$ cat config.mk
export PLATFORM = sky130hd
export DESIGN_NAME = voice_allocator
export DESIGN_NICKNAME = d
export VERILOG_FILES = /design/src/rtl/voice_allocator.sv
export SDC_FILE = /design/constraint.sdc
export NUM_CORES = 1
export LEC_CHECK = 0
export CORE_MARGIN = 3
export CORE_UTILIZATION = 49
export DETAILED_ROUTE_END_ITERATION = 8
export HOLD_SLACK_MARGIN = 0.15
export PLACE_DENSITY = 0.84
export SYNTH_ARGS = -nofsm -noshare
export SYNTH_HDL_FRONTEND = slang
export SYNTH_SLANG_ARGS = --single-unit
$ cat constraint.sdc
create_clock -name CLK -period 2.8 [get_ports CLK]
set_input_delay 0.56 -clock CLK [delete_from_list [all_inputs] [get_ports CLK]]
set_output_delay 0.56 -clock CLK [all_outputs]
set_load 0.02 [all_outputs]
$ cat src/rtl/voice_allocator.sv
// ----------------------------------------------------------------------------
// voice_allocator
//
// Polyphonic voice allocator between a note-event source and a bank of
// NUM_VOICES envelope channels. Each accepted event is resolved by a
// one-voice-per-cycle scan followed by a single apply cycle.
//
// Note-on target priority:
//   1. same-note voice (keyed, or released but still sounding)
//   2. free voice (unkeyed and envelope idle)
//   3. oldest voice (steal)
// Note-off releases the keyed voice that holds the note, if there is one.
//
// Compile-time option:
//   VOICE_STEAL_EN  defined   : a note-on with no match and no free voice
//                               steals the oldest voice.
//                   undefined : that note-on is discarded and ev_dropped
//                               pulses for one cycle.
//
// Ports:
//   CLK, RESET   clock, synchronous active-high reset
//   ev_valid     in   event present
//   ev_ready     out  allocator can accept an event
//   ev_on        in   1 = note-on, 0 = note-off
//   ev_note      in   note number of the event
//   env_idle     in   per voice: envelope is in its reset/done state
//   voice_key    out  per-voice key-in
//   voice_rst    out  per-voice one-cycle envelope reset pulse
//   voice_note   out  per-voice note, voice i at [i*NOTE_W +: NOTE_W]
//   ev_dropped   out  one-cycle pulse when a note-on is discarded
//   dbg_state    out  current FSM state (0 IDLE, 1 SCAN, 2 APPLY)
//
// Handshake: an event transfers on a rising edge where ev_valid && ev_ready.
// ev_ready is high only in IDLE and never while RESET is high; the source
// holds ev_on/ev_note stable while ev_valid is high and not yet accepted.
// ----------------------------------------------------------------------------
module voice_allocator #(
    parameter int NUM_VOICES = 4,
    parameter int NOTE_W     = 7,
    parameter int AGE_W      = 8
) (
    input  logic                         CLK,
    input  logic                         RESET,
    input  logic                         ev_valid,
    output logic                         ev_ready,
    input  logic                         ev_on,
    input  logic [NOTE_W-1:0]            ev_note,
    input  logic [NUM_VOICES-1:0]        env_idle,
    output logic [NUM_VOICES-1:0]        voice_key,
    output logic [NUM_VOICES-1:0]        voice_rst,
    output logic [NUM_VOICES*NOTE_W-1:0] voice_note,
    output logic                         ev_dropped,
    output logic [1:0]                   dbg_state
);

    localparam int IDX_W = $clog2(NUM_VOICES);

    typedef enum logic [1:0] {
        ST_IDLE  = 2'd0,
        ST_SCAN  = 2'd1,
        ST_APPLY = 2'd2
    } state_e;

    typedef logic [IDX_W-1:0] idx_t;

    localparam idx_t IDX_LAST = idx_t'(NUM_VOICES - 1);

    state_e              state_q, state_d;
    logic                on_q, on_d;
    logic [NOTE_W-1:0]   ev_note_q, ev_note_d;
    idx_t                idx_q, idx_d;

    // Scan candidates
    logic                match_vld_q, match_vld_d;
    idx_t                match_idx_q, match_idx_d;
    logic                free_vld_q, free_vld_d;
    idx_t                free_idx_q, free_idx_d;
`ifdef VOICE_STEAL_EN
    idx_t                old_idx_q, old_idx_d;
    logic [AGE_W-1:0]    old_age_q, old_age_d;
`endif

    // Per-voice state
    logic [NUM_VOICES-1:0] key_q, key_d;
    logic [NUM_VOICES-1:0] rst_q, rst_d;
    logic [NOTE_W-1:0]     note_q [NUM_VOICES];
    logic [NOTE_W-1:0]     note_d [NUM_VOICES];
    logic [AGE_W-1:0]      age_q  [NUM_VOICES];
    logic [AGE_W-1:0]      age_d  [NUM_VOICES];
    logic                  drop_q, drop_d;

    // Voice under examination during SCAN
    logic              sel_key;
    logic              sel_idle;
    logic [NOTE_W-1:0] sel_note;
    logic              scan_match;
    logic              scan_free;

    assign sel_key  = key_q[idx_q];
    assign sel_idle = env_idle[idx_q];
    assign sel_note = note_q[idx_q];

    // A note-off may only release a keyed voice, so a released-but-sounding
    // voice counts as a match for note-on only.
    assign scan_match = (sel_note == ev_note_q) && (sel_key || (on_q && !sel_idle));
    assign scan_free  = !sel_key && sel_idle;

    // Note-on target selection from the scan results
    logic tgt_vld;
    idx_t tgt_idx;
    logic drop_now;

    always_comb begin
        tgt_vld  = 1'b0;
        tgt_idx  = '0;
        drop_now = 1'b0;
        if (match_vld_q) begin
            tgt_vld = 1'b1;
            tgt_idx = match_idx_q;
        end else if (free_vld_q) begin
            tgt_vld = 1'b1;
            tgt_idx = free_idx_q;
        end else begin
`ifdef VOICE_STEAL_EN
            tgt_vld = 1'b1;
            tgt_idx = old_idx_q;
`else
            drop_now = 1'b1;
`endif
        end
    end

    always_comb begin
        state_d     = state_q;
        on_d        = on_q;
        ev_note_d   = ev_note_q;
        idx_d       = idx_q;
        match_vld_d = match_vld_q;
        match_idx_d = match_idx_q;
        free_vld_d  = free_vld_q;
        free_idx_d  = free_idx_q;
`ifdef VOICE_STEAL_EN
        old_idx_d   = old_idx_q;
        old_age_d   = old_age_q;
`endif
        key_d       = key_q;
        rst_d       = '0;
        note_d      = note_q;
        age_d       = age_q;
        drop_d      = 1'b0;

        case (state_q)
            ST_IDLE: begin
                if (ev_valid) begin
                    on_d        = ev_on;
                    ev_note_d   = ev_note;
                    idx_d       = '0;
                    match_vld_d = 1'b0;
                    match_idx_d = '0;
                    free_vld_d  = 1'b0;
                    free_idx_d  = '0;
`ifdef VOICE_STEAL_EN
                    old_idx_d   = '0;
                    old_age_d   = '0;
`endif
                    state_d     = ST_SCAN;
                end
            end

            ST_SCAN: begin
                if (scan_match && !match_vld_q) begin
                    match_vld_d = 1'b1;
                    match_idx_d = idx_q;
                end
                if (scan_free && !free_vld_q) begin
                    free_vld_d = 1'b1;
                    free_idx_d = idx_q;
                end
`ifdef VOICE_STEAL_EN
                // Strictly greater keeps the lowest index on ties.
                if (age_q[idx_q] > old_age_q) begin
                    old_idx_d = idx_q;
                    old_age_d = age_q[idx_q];
                end
`endif
                if (idx_q == IDX_LAST) begin
                    state_d = ST_APPLY;
                end else begin
                    idx_d = idx_q + 1'b1;
                end
            end

            ST_APPLY: begin
                state_d = ST_IDLE;
                if (on_q) begin
                    drop_d = drop_now;
                    if (tgt_vld) begin
                        for (int i = 0; i < NUM_VOICES; i++) begin
                            if (idx_t'(i) == tgt_idx) begin
                                key_d[i]  = 1'b1;
                                rst_d[i]  = 1'b1;
                                note_d[i] = ev_note_q;
                                age_d[i]  = '0;
                            end else if (age_q[i] != '1) begin
                                age_d[i] = age_q[i] + 1'b1;
                            end
                        end
                    end
                end else if (match_vld_q) begin
                    key_d[match_idx_q] = 1'b0;
                end
            end

            default: state_d = ST_IDLE;
        endcase
    end

    always_ff @(posedge CLK) begin
        if (RESET) begin
            state_q     <= ST_IDLE;
            on_q        <= 1'b0;
            ev_note_q   <= '0;
            idx_q       <= '0;
            match_vld_q <= 1'b0;
            match_idx_q <= '0;
            free_vld_q  <= 1'b0;
            free_idx_q  <= '0;
`ifdef VOICE_STEAL_EN
            old_idx_q   <= '0;
            old_age_q   <= '0;
`endif
            key_q       <= '0;
            rst_q       <= '0;
            drop_q      <= 1'b0;
            for (int i = 0; i < NUM_VOICES; i++) begin
                note_q[i] <= '0;
                age_q[i]  <= '0;
            end
        end else begin
            state_q     <= state_d;
            on_q        <= on_d;
            ev_note_q   <= ev_note_d;
            idx_q       <= idx_d;
            match_vld_q <= match_vld_d;
            match_idx_q <= match_idx_d;
            free_vld_q  <= free_vld_d;
            free_idx_q  <= free_idx_d;
`ifdef VOICE_STEAL_EN
            old_idx_q   <= old_idx_d;
            old_age_q   <= old_age_d;
`endif
            key_q       <= key_d;
            rst_q       <= rst_d;
            drop_q      <= drop_d;
            for (int i = 0; i < NUM_VOICES; i++) begin
                note_q[i] <= note_d[i];
                age_q[i]  <= age_d[i];
            end
        end
    end

    assign ev_ready   = (state_q == ST_IDLE) && !RESET;
    assign voice_key  = key_q;
    assign voice_rst  = rst_q;
    assign ev_dropped = drop_q;
    assign dbg_state  = state_q;

    for (genvar g = 0; g < NUM_VOICES; g++) begin : g_note
        assign voice_note[g*NOTE_W +: NOTE_W] = note_q[g];
    end

endmodule

==> results of run 1 <==
cell usage after synthesis (2+ instances only):
master	n
sky130_fd_sc_hd__nor2b_1	6
sky130_fd_sc_hd__a22oi_1	2
sky130_fd_sc_hd__nand3_1	4
sky130_fd_sc_hd__mux2i_1	31
sky130_fd_sc_hd__nor2_1	45
sky130_fd_sc_hd__and2_1	2
sky130_fd_sc_hd__nand3b_1	2
sky130_fd_sc_hd__xnor2_1	6
sky130_fd_sc_hd__nand2_1	22
sky130_fd_sc_hd__o21ai_1	4
sky130_fd_sc_hd__mux4_2	7
sky130_fd_sc_hd__mux4_1	2
sky130_fd_sc_hd__nand2b_1	7
sky130_fd_sc_hd__clkbuf_1	11
sky130_fd_sc_hd__a21oi_1	15
sky130_fd_sc_hd__dfxtp_1	55
sky130_fd_sc_hd__nor3_1	2
sequential cells by signal (all words and copies together), names as in the netlist, 2 cells and up:
signal / flops
idx_q: 2
match_idx_q: 2
dbg_state: 2
voice_rst: 4
ev_note_q: 7
voice_key: 4
free_idx_q: 2
voice_note: 28
where the power goes:
part	switching, uW	internal, uW
logic	52.3	56.3
clock network	257	203
registers	22.6	793
cells by family after synthesis:
group / Yosys count / synth area share, %
adders and majority gates: 1 / 0.521
DFF: 55 / 45.9
and+or+nand+nor: 100 / 19.8
buffers and inverters: 13 / 2.35
AOI/OAI and AO/OA: 28 / 6.78
muxes: 41 / 22.2
xor gates and xnor gates: 7 / 2.55
metrics by stage:
stage | hold WS, ps | instances | setup slack [ps] | area (um2)
after floorplan | 454 | 245 | 746 | 2400
after global placement | 477 | 358 | 384 | 3020
after detailed placement | 480 | 358 | 314 | 3020
after CTS | 492 | 366 | 375 | 3110
after global routing | 527 | 366 | 256 | 3110
final | 492 | 366 | 391 | 3110
final cells by class:
class	count	area, um2
fill	381	1420
multi-input combinational	177	1240
sequential	55	1100
timing repair buffer	61	593
clock buffer	7	86.3
tap	65	81.3
clock inverter	1	8.76
worst min-delay path by stage:
stage	start	endpoint	slack, ps	depth (start not counted)
after floorplan	on_q$_SDFFE_PP0P_	on_q$_SDFFE_PP0P_	450	2
after global placement	free_idx_q[1]$_SDFFE_PP0P_	free_idx_q[1]$_SDFFE_PP0P_	480	2
after detailed placement	free_idx_q[1]$_SDFFE_PP0P_	free_idx_q[1]$_SDFFE_PP0P_	480	2
after CTS	free_idx_q[1]$_SDFFE_PP0P_	free_idx_q[1]$_SDFFE_PP0P_	490	2
after global routing	free_idx_q[1]$_SDFFE_PP0P_	free_idx_q[1]$_SDFFE_PP0P_	530	2
final	free_idx_q[1]$_SDFFE_PP0P_	free_idx_q[1]$_SDFFE_PP0P_	490	2
metal layers:
layer	GRT usage, %	share of wire [%]	up-vias
li1	-	-	957
met1	25.2	44	899
met2	32.0	49	82
met3	4.73	6.0	8
met4	4.89	1.1	0
met5	0	0	-
worst min-delay path, cell delays in order (launching register included):
cell	delay [ps]
sky130_fd_sc_hd__dfxtp_1	330
sky130_fd_sc_hd__nand2b_1	70
sky130_fd_sc_hd__mux2i_1	50
==> results.py, run 1 <==
metrics = {
    "outcome": {
        "outcome": "finished clean",
    },
    "synth": {
        "asyncSetResetFlopFracSynth_pct": 0,
        "yosysTopAreaCell": "sky130_fd_sc_hd__dfxtp_1",
        "synth_top_flop_cell": "sky130_fd_sc_hd__dfxtp_1",
        "yosys_register_bits": 55,
        "yosysSeqAreaShare_pct": 45.9,
        "post_synth.cell_area_avg_um2": 9.80,
        "synth.area.top_cells": "sky130_fd_sc_hd__dfxtp_1 (46%), sky130_fd_sc_hd__mux2i_1 (13%), sky130_fd_sc_hd__nor2_1 (7.0%)",
        "mappedNetlistNets": 261,
        "synth-edff-count": 0,
        "synth_cells": 245,
        "synth_area_mm2": 0.00240,
        "yosysWarnings": 0,
        "synthDistinctLibCells": 39,
        "yosysTopAreaCellShare_pct": 45.9,
    },
    "cells_and_area": {
        "areaGrowthSynthToFinish_pct": 29.7,
        "layout_common_cells": "sky130_fd_sc_hd__dfxtp_1 (55), sky130_fd_sc_hd__clkdlybuf4s50_1 (54), sky130_fd_sc_hd__nor2_1 (45)",
        "post_route_cells_drive_above_1_share_pct": 7.64,
        "num-nets-final": 316,
        "mostFrequentLayoutCell": "sky130_fd_sc_hd__dfxtp_1",
        "final_core_utilization_pct": 68.7,
        "antenna-diode-count": 0,
    },
    "timing": {
        "period_minus_slack_ps": 2410,
        "finalCritPeriodShare_pct": 86.0,
        "finalHoldViolCount": 0,
        "rsz_0062_raised_after_global_routing": "no",
        "timing.slew.headroom_pct": 21.8,
        "tightest_slew_ps": 1160,
        "finalMaxSlewViolations": 0,
        "setup_viol": 0,
        "fmax_ghz": 0.415,
        "clock_skew_ps": 7.22,
        "setup-tns-final_ps": 0,
    },
    "critical_path": {
        "crit_path_top_delay_cell": "sky130_fd_sc_hd__dfxtp_1",
        "worstSetupStartpoint": "idx_q[0]$_SDFFE_PP0P_",
        "critPathTopFamily": "simple AND/OR/NAND/NOR gates",
        "critical_path.endpoint_type": "flip-flop",
        "reg2reg_launch_point": "idx_q[0]$_SDFFE_PP0P_",
        "slowest_delay_ps": 600,
        "rrSetupSlack_ps": 390,
        "critical_path_cell_count": 6,
        "ff2ff_path_depth": 6,
        "worst_setup_path_endpoint": "match_vld_q$_SDFFE_PP0P_",
        "crit_arrival_ps": 2640,
        "path_max_fanout": 9,
        "critical_path.cell_chain": "buf_4 > mux4_2 > xnor2_1 > nand3_1 > or4_1 > a21oi_1",
        "timing.critical_path.buf_inv": 1,
        "worst_ep_required_time_ps": 3030,
        "capture_instance_of_the_worst_register_to_register_path": "match_vld_q$_SDFFE_PP0P_",
        "worstSetupStartpointType": "flip-flop",
        "timing.setup.critical_path_class": "flip-flop to flip-flop",
    },
    "grt": {
        "first_global_vias": 1873,
        "gr-total-overflow": 0,
        "antenna_found_initial": 0,
        "grt_max_degree": 52,
        "grt_usage_pct": 19.2,
        "global_route_wire_length_before_repair_um": 9030,
    },
    "placement": {
        "routabilityCongestion": 0.849,
        "number_of_buffers_inserted_by_port_buffering": 54,
        "post-dp-hpwl_um": 3930,
    },
    "power_and_ir_drop": {
        "power_after_layout_uw": 1380,
        "peakVddDrop_mv": 0.353,
        "p_leak_uw": 0.00112,
        "power.density_cell_area_mw_per_mm2": 445,
    },
    "detailed_routing": {
        "num_vias": 1946,
        "drt.antenna.violating_nets": 0,
        "post_drt_via_cell_ratio": 5.32,
        "drt-pass1-iter-count": 4,
        "routed_wirelength_um": 5560,
        "wl_per_cell_um": 15.2,
        "drtIter0Drc": 174,
        "post-route-drc-count": 0,
    },
    "die": {
        "die_area_mm2": 0.00577,
        "core_area_mm2": 0.00453,
        "die_x_extent_um": 76.0,
        "fp.dieH_um": 76.0,
        "floorplan.io_pins": 55,
        "initial_utilization_pct": 52.9,
        "std_cell_rows": 24,
    },
    "cts": {
        "cts_sinks": 55,
        "cts_buf_count": 5,
        "clkSlewWorstSetupHoldPaths_ps": 90,
        "clk_latency_ps": 310,
        "cts_tree": "done",
        "ctsHtreeMaxLevel": 2,
        "cts_resized": 0,
        "holdBufCountCts": 0,
        "cts-root-to-sink-buffers": 2,
        "clock_tree.root_cell": "sky130_fd_sc_hd__clkbuf_8",
        "post_cts.repair.setup_buffers": 0,
    },
    "min_path": {
        "timing.hold.worst.class": "flip-flop to flip-flop",
    },
    "run": {
        "cap_viol_max_count": 0,
    },
}
Power figures use the tool's default switching activity.
==> run 2: changes to the inputs <==
--- a/constraint.sdc
+++ b/constraint.sdc
@@ -3,2 +3,2 @@
 set_output_delay 0.56 -clock CLK [all_outputs]
-set_load 0.02 [all_outputs]
+set_load 0.1 [all_outputs]
==> run 2 against run 1 <==
Compared with the run above: total power up 4.1%; combinational power up 14%; largest power group unchanged; largest cell class unchanged; sequential power hardly changed; fmax grew 2.1%; cell count is 0.55% lower; highest routed layer unchanged.
==> results.py, run 2 (synthesized netlist as in run 1, its figures left out) <==
metrics = {
    "critical_path": {
        "critical_path.cell_chain": "buf_4 > mux4_2 > xnor2_1 > nand3_1 > or4_1 > a21oi_1",
        "rrSetupSlack_ps": 440,
        "ff2ff_path_depth": 6,
        "critical_path_cell_count": 6,
        "worst_ep_required_time_ps": 3040,
        "critical_path.endpoint_type": "flip-flop",
        "critPathTopFamily": "simple AND/OR/NAND/NOR gates",
        "crit_path_top_delay_cell": "sky130_fd_sc_hd__dfxtp_1",
        "worstSetupStartpointType": "flip-flop",
        "timing.setup.critical_path_class": "flip-flop to flip-flop",
        "slowest_delay_ps": 610,
        "path_max_fanout": 9,
        "crit_arrival_ps": 2600,
        "timing.critical_path.buf_inv": 1,
    },
    "die": {
        "std_cell_rows": 24,
        "core_area_mm2": 0.00453,
        "floorplan.io_pins": 55,
        "die_x_extent_um": 76.0,
        "initial_utilization_pct": 52.9,
        "die_area_mm2": 0.00577,
        "fp.dieH_um": 76.0,
    },
    "cts": {
        "clock_tree.root_cell": "sky130_fd_sc_hd__clkbuf_8",
        "ctsHtreeMaxLevel": 2,
        "clk_latency_ps": 300,
        "cts_sinks": 55,
        "cts_tree": "done",
        "cts-root-to-sink-buffers": 2,
        "post_cts.repair.setup_buffers": 0,
        "clkSlewWorstSetupHoldPaths_ps": 90,
        "cts_resized": 0,
        "holdBufCountCts": 0,
        "cts_buf_count": 5,
    },
    "timing": {
        "setup_viol": 0,
        "setup-tns-final_ps": 0,
        "clock_skew_ps": 3.34,
        "finalCritPeriodShare_pct": 84.3,
        "rsz_0062_raised_after_global_routing": "no",
        "timing.slew.headroom_pct": 20.0,
        "finalHoldViolCount": 0,
        "period_minus_slack_ps": 2360,
        "worst_hold_margin_ps": 496,
        "setup_slack_ps": 440,
        "tightest_slew_ps": 1190,
        "fmax_ghz": 0.424,
        "finalMaxSlewViolations": 0,
    },
    "detailed_routing": {
        "post_drt_via_cell_ratio": 5.40,
        "wl_per_cell_um": 15.0,
        "routed_wirelength_um": 5460,
        "post-route-drc-count": 0,
        "drt-pass1-iter-count": 4,
        "num_vias": 1964,
        "drt.antenna.violating_nets": 0,
        "drtIter0Drc": 145,
    },
    "placement": {
        "dp_worst_setup_slack_ps": 342,
        "post-dp-hpwl_um": 3910,
        "place.detailed.instances": 357,
        "number_of_buffers_inserted_by_port_buffering": 54,
        "routabilityCongestion": 0.799,
    },
    "cells_and_area": {
        "antenna-diode-count": 0,
        "mostFrequentLayoutCell": "sky130_fd_sc_hd__dfxtp_1",
        "num-nets-final": 315,
        "ff_latch_area_mm2": 0.00110,
        "post_route_cells_drive_above_1_share_pct": 20.7,
        "multi_input_area_mm2": 0.00125,
        "layout.cells.non_filler": 364,
        "largest_reg_flops": 28,
        "layout.filler_cells": 383,
        "layout_common_cells": "sky130_fd_sc_hd__dfxtp_1 (55), sky130_fd_sc_hd__nor2_1 (45), sky130_fd_sc_hd__buf_4 (45)",
        "areaGrowthSynthToFinish_pct": 26.3,
    },
    "min_path": {
        "timing.hold.worst.class": "flip-flop to flip-flop",
        "holdPathStages": 2,
    },
    "grt": {
        "grt.busiest_layer": "met2",
        "grt_usage_pct": 19.2,
        "grt_max_degree": 52,
        "grtUsageMet1_pct": 25.2,
        "global_route_wire_length_before_repair_um": 9090,
        "antenna_found_initial": 0,
        "first_global_vias": 1883,
        "gr-total-overflow": 0,
        "grtUsageMet2_pct": 31.6,
        "gr-usage-met3_pct": 5.08,
    },
    "power_and_ir_drop": {
        "peakVddDrop_mv": 0.307,
        "p_leak_uw": 0.00120,
        "power.density_cell_area_mw_per_mm2": 476,
    },
    "outcome": {
        "outcome": "finished clean",
    },
    "run": {
        "cap_viol_max_count": 0,
    },
}
run 2: tightest hold or removal path: cells and delay by family (launching register included):
kind / cells / cell delay, ps
simple gates: 1 / 60
mux: 1 / 60
flops: 1 / 330
run 2: metal layers:
metal / part of all wire, % / up-vias
met5: 0 / -
li1: - / 967
met3: 6.2 / 6
met2: 48 / 64
met1: 45 / 927
met4: 1.2 / 0
run 2: final cells by class:
type	instances	area share, %
multi-input cells	177	41.2
flip-flops and latches	55	36.3
repair buffers	60	16.4
well taps	65	2.68
clock buffers	6	2.39
clock inverters	1	0.991
run 2: path summary, 6_finish.rpt:
path,to,from
max reg2reg,match_vld_q$_SDFFE_PP0P_,idx_q[0]$_SDFFE_PP0P_
max,match_vld_q$_SDFFE_PP0P_,idx_q[0]$_SDFFE_PP0P_
min,free_idx_q[1]$_SDFFE_PP0P_,free_idx_q[1]$_SDFFE_PP0P_
min reg2reg,free_idx_q[1]$_SDFFE_PP0P_,free_idx_q[1]$_SDFFE_PP0P_
run 2: report_power, final:
part           total, uW  leakage [uW]  internal (uW)  switching [uW]
logic                124      0.000706           57.0            67.3
clock network        502     0.0000513            262             240
registers            815      0.000445            793            22.2
run 2: metrics by stage:
step	total power [uW]	utilization (%)	cell area [um2]
floorplan	910	-	2400
global placement	955	64.6	2930
detailed placement	957	64.6	2930
CTS	1450	66.8	3030
global route	1490	66.8	3030
finish	1440	66.8	3030
==> run 3: changes to the inputs <==
clock period = 2.3 ns   (was 2.8 ns; I/O delays follow)
==> run 3 against run 2 <==
Compared with the run above: total power is 16% higher; final area up 0.87%; sequential cell count did not move; worst setup slack got worse by 260 ps; via count is essentially flat; core utilization increased by 0.58 points; cell count is 1.4% higher; sequential share of layout area hardly changed.
==> results.py, run 3 (synthesized netlist as in run 1, its figures left out) <==
metrics = {
    "critical_path": {
        "critical_path.cell_chain": "buf_4 > mux4_1 > xnor2_1 > nand3_1 > or4_1 > a21oi_1",
        "worst_ep_required_time_ps": 2540,
        "crit_arrival_ps": 2370,
        "slowest_delay_ps": 570,
        "rrSetupSlack_ps": 180,
        "timing.setup.critical_path_class": "flip-flop to flip-flop",
        "path_max_fanout": 4,
        "critical_path.endpoint_type": "flip-flop",
        "worstSetupStartpointType": "flip-flop",
        "crit_path_top_delay_cell": "sky130_fd_sc_hd__mux4_1",
    },
    "cells_and_area": {
        "ff_latch_area_mm2": 0.00111,
        "layout.cells.non_filler": 369,
        "post_route_cells_drive_above_1_share_pct": 24.7,
        "layout_common_cells": "sky130_fd_sc_hd__dfxtp_1 (48), sky130_fd_sc_hd__buf_4 (48), sky130_fd_sc_hd__nor2_1 (45)",
        "largest_reg_flops": 28,
        "antenna-diode-count": 0,
        "areaGrowthSynthToFinish_pct": 27.4,
        "multi_input_area_mm2": 0.00125,
        "layout.filler_cells": 358,
        "design_area_mm2": 0.00306,
        "num-nets-final": 319,
    },
    "cts": {
        "cts_sinks": 55,
        "clock_tree.root_cell": "sky130_fd_sc_hd__clkbuf_8",
        "clkSlewWorstSetupHoldPaths_ps": 90,
        "cts_tree": "done",
        "cts-root-to-sink-buffers": 2,
        "post_cts.repair.setup_buffers": 0,
        "ctsHtreeMaxLevel": 2,
        "clk_latency_ps": 310,
        "cts_buf_count": 5,
    },
    "timing": {
        "period_minus_slack_ps": 2120,
        "worst_hold_margin_ps": 496,
        "tightest_slew_ps": 640,
        "setup_viol": 0,
        "finalCritPeriodShare_pct": 92.4,
        "finalMaxSlewViolations": 0,
        "clock_skew_ps": 5.57,
        "fmax_ghz": 0.471,
        "finalHoldViolCount": 0,
        "timing.slew.headroom_pct": 56.8,
        "rsz_0062_raised_after_global_routing": "no",
        "setup-tns-final_ps": 0,
    },
    "grt": {
        "antenna_found_initial": 0,
        "gr-total-overflow": 0,
        "first_global_vias": 1867,
        "global_route_wire_length_before_repair_um": 9180,
        "grt_usage_pct": 19.8,
        "grt_max_degree": 34,
    },
    "die": {
        "core_area_mm2": 0.00453,
        "fp.dieH_um": 76.0,
        "die_x_extent_um": 76.0,
        "die_area_mm2": 0.00577,
        "initial_utilization_pct": 52.9,
        "floorplan.io_pins": 55,
        "std_cell_rows": 24,
    },
    "placement": {
        "number_of_buffers_inserted_by_port_buffering": 54,
        "place_area_mm2": 0.00297,
        "routabilityCongestion": 0.837,
        "post-dp-hpwl_um": 4020,
        "place.detailed.instances": 361,
    },
    "power_and_ir_drop": {
        "power.density_cell_area_mw_per_mm2": 548,
        "power_after_layout_uw": 1670,
        "p_leak_uw": 0.00122,
        "peakVddDrop_mv": 0.552,
    },
    "detailed_routing": {
        "drt-pass1-iter-count": 4,
        "wl_per_cell_um": 15.1,
        "post-route-drc-count": 0,
        "post_drt_via_cell_ratio": 5.33,
        "num_vias": 1965,
        "drt.antenna.violating_nets": 0,
        "routed_wirelength_um": 5560,
        "drtIter0Drc": 146,
    },
    "min_path": {
        "timing.hold.worst.class": "flip-flop to flip-flop",
    },
    "outcome": {
        "outcome": "finished clean",
    },
    "run": {
        "cap_viol_max_count": 0,
    },
}
-- run 3: worst paths after layout --
path / startpoint / to / cells after the start
setup / recovery: idx_q[0]$_SDFFE_PP0P_ / match_vld_q$_SDFFE_PP0P_ / 6
setup reg to reg: idx_q[0]$_SDFFE_PP0P_ / match_vld_q$_SDFFE_PP0P_ / 6
hold reg to reg: on_q$_SDFFE_PP0P_ / on_q$_SDFFE_PP0P_ / 2
hold / removal: on_q$_SDFFE_PP0P_ / on_q$_SDFFE_PP0P_ / 2
-- run 3: layout make-up --
| cell class | instances | share of cell area (%) |
|---|---|---|
| multi-input combinational | 177 | 41.0 |
| timing repair buffer | 64 | 17.2 |
| clock inverter | 2 | 0.409 |
| clock buffer | 6 | 2.37 |
| sequential | 55 | 36.3 |
| tap | 65 | 2.66 |
-- run 3: worst max-delay path: cells and delay by family (launching register included) --
| family | cells | cell delay (ps) |
|---|---|---|
| and+or+nand+nor | 2 | 660 |
| xor gates and xnor gates | 1 | 160 |
| buffers and inverters | 1 | 160 |
| AOI/OAI and AO/OA | 1 | 130 |
| DFF | 1 | 380 |
| muxes | 1 | 570 |
-- run 3: metal layers --
layer,share of wire [%],GRT usage [%]
met5,0,0
met4,1.4,7.43
met3,7.0,5.32
met2,47,31.5
met1,45,25.8
-- run 3: power breakdown --
group / internal (uW) / switching (uW)
clock network: 214 / 311
logic: 72.4 / 87.4
registers: 966 / 24.4
-- run 3: what timing repair did --
action	in CTS	in global routing
endpoints found under the setup margin	0	3
gates resized for setup	0	2
hold buffers	0	0
-- run 3: stage by stage --
step | setup WS [ps] | utilization (%)
6_report | 175 | 67.4
4_1_cts | 88.8 | 67.3
3_3_place_gp | -18.3 | 65.4
3_5_place_dp | -64.5 | 65.4
5_1_grt | 24.2 | 67.4
2_1_floorplan | 24.7 | -
==> RTL change (settings of run 3) <==
Put one more register stage on the output `dbg_state`, with the module's reset. The value now appears one clock later. The other outputs are not delayed to match.
--- a/src/rtl/voice_allocator.sv
+++ b/src/rtl/voice_allocator.sv
@@ -263,7 +263,13 @@
     assign voice_key  = key_q;
     assign voice_rst  = rst_q;
     assign ev_dropped = drop_q;
-    assign dbg_state  = state_q;
+    always_ff @(posedge CLK) begin
+        if (RESET) begin
+            dbg_state <= '0;
+        end else begin
+            dbg_state <= state_q;
+        end
+    end
 
     for (genvar g = 0; g < NUM_VOICES; g++) begin : g_note
         assign voice_note[g*NOTE_W +: NOTE_W] = note_q[g];
Function: changed (a bounded check fails within 4 cycles, from zero or initial values and one cycle with RESET high).
==> RTL change against run 3 <==
  * Count of clock-buffer cells in the layout rose by 7
  * Sequential cell count is 2 higher
  * Global-route usage up 1.1 points
  * Total power rose by 30%
  * Hold slack gained 0.010 ns
  * Final area is 8.4% higher
  * Worst setup slack lost 0.041 ns
  * Clock skew decreased by 0.00098 ns
  * Routed wire length up 12%
  * Critical endpoint is now match_idx_q[0]
  * Area after synthesis is 6.7% higher
  * Via count up 11%
  * Largest cell class unchanged
==> RTL change: results <==
set metrics [dict create \
    multi_input_cells 191 \
    antenna_found_initial 0 \
    clkLatencyLatePin_ns 0.33 \
    routedWlPerCell_um 15.6 \
    worstPathMaxFanout 4 \
    io_buffers 54 \
    status "finished, final reports clean" \
    irDropWorstVdd_uv 410 \
    critPathArrivalTime_ns 2.38 \
    inverters 4 \
    diodes 0 \
    gp_congestion 0.821 \
    synthTopCellsByCount "dfxtp_1, nor2_1, mux2i_1" \
    multi_input_area_share_pct 39.5 \
    grt_pass1_vias 2049 \
    max_stage_delay_ns 0.51 \
    syn_nets 286 \
    worst_path_max_delay_cell "mux4_2" \
    register_area_um2 1150 \
    synthDistinctLibCells 46 \
    yosys_warnings 0 \
    multiInputGateArea_um2 1310 \
    drt_iter0_markers 132 \
    nClkBuffers 13 \
    grt_max_degree 58 \
    fill_cells 400 \
    clkCellAreaFrac_pct 6.46 \
    p_leak_nw 1.33 \
    final_nets 345 \
    crit_family "multiplexers" \
    yosysSeqAreaShare_pct 44.6 \
    dr.pass1.iters 4 \
    skew_ns 0.00459 \
    coreArea_um2 4880 \
    cts_made_buffers 9 \
    tightest_slew_ns 0.665 \
    drive_gt1_share_pct 26.4 \
    track_usage_pct 20.9 \
    synth_area_leaders "dfxtp_1, mux2i_1, nor2_1" \
    seq_cell_count 57 \
    final-nonclk-buf-share_pct 16.2 \
    grt_pass1_wl_um 9870 \
    viasPerCell 5.48 \
    largest_reg_flops 28 \
    hpwl_um 4390 \
    ctsRootBufferMaster "clkbuf_8" \
    place_area_um2 3100 \
    buffers 66 \
    clk_pin_slew_ns 0.06 \
    htree_levels 3 \
]
[RTL change: timing repair]
item,in CTS,in global routing
setup endpoints to repair,0,3
resized for setup,0,1
setup buffers,0,0
[RTL change: per-stage QoR]
stage | std cells | setup WS, ns
floorplan | 270 | 0.0126
global placement | 385 | -0.0113
global route | 400 | 0.0353
detailed placement | 385 | -0.0442
finish | 400 | 0.134
CTS | 400 | 0.0717
[RTL change: worst paths after layout]
path,from,endpoint,slack [ns],depth (start not counted)
setup / recovery,idx_q[0],match_idx_q[0],0.13,6
hold / removal,voice_note[4],voice_note[4],0.51,2
setup reg to reg,idx_q[0],match_idx_q[0],0.13,6
hold reg to reg,voice_note[4],voice_note[4],0.51,2
[RTL change: report_power, final]
group / switching, mW / internal (mW)
combinational: 0.0910 / 0.0739
clock: 0.379 / 0.611
sequential: 0.0222 / 1.00
total: 0.493 / 1.69
[RTL change: routing by layer]
metal | part of all wire [%] | GRT usage, % | routed length (um) | vias to the layer above
met5 | 0 | 0 | 0 | -
met2 | 47 | 33.3 | 2940 | 87
met1 | 44 | 26.2 | 2710 | 1024
met4 | 2.5 | 10.7 | 154 | 0
met3 | 6.8 | 4.93 | 421 | 16
li1 | - | - | - | 1063
[RTL change: kinds of logic after synthesis]
| logic type | count (synthesis) | synth area share [%] |
|---|---|---|
| flops | 57 | 44.6 |
| xor+xnor | 7 | 2.39 |
| fa+ha+maj | 1 | 0.488 |
| simple gates | 106 | 19.3 |
| compound gates | 33 | 8.30 |
| buf+inv | 22 | 4.54 |
| mux | 44 | 20.4 |
[RTL change: worst register-to-register path: stages, from the launching register on]
cell and delay (ns):
dfxtp_2 0.37, mux4_2 0.51, xor2_1 0.15, or3_1 0.32, nor4_2 0.31, o2111ai_2 0.22
mux2i_1 0.16
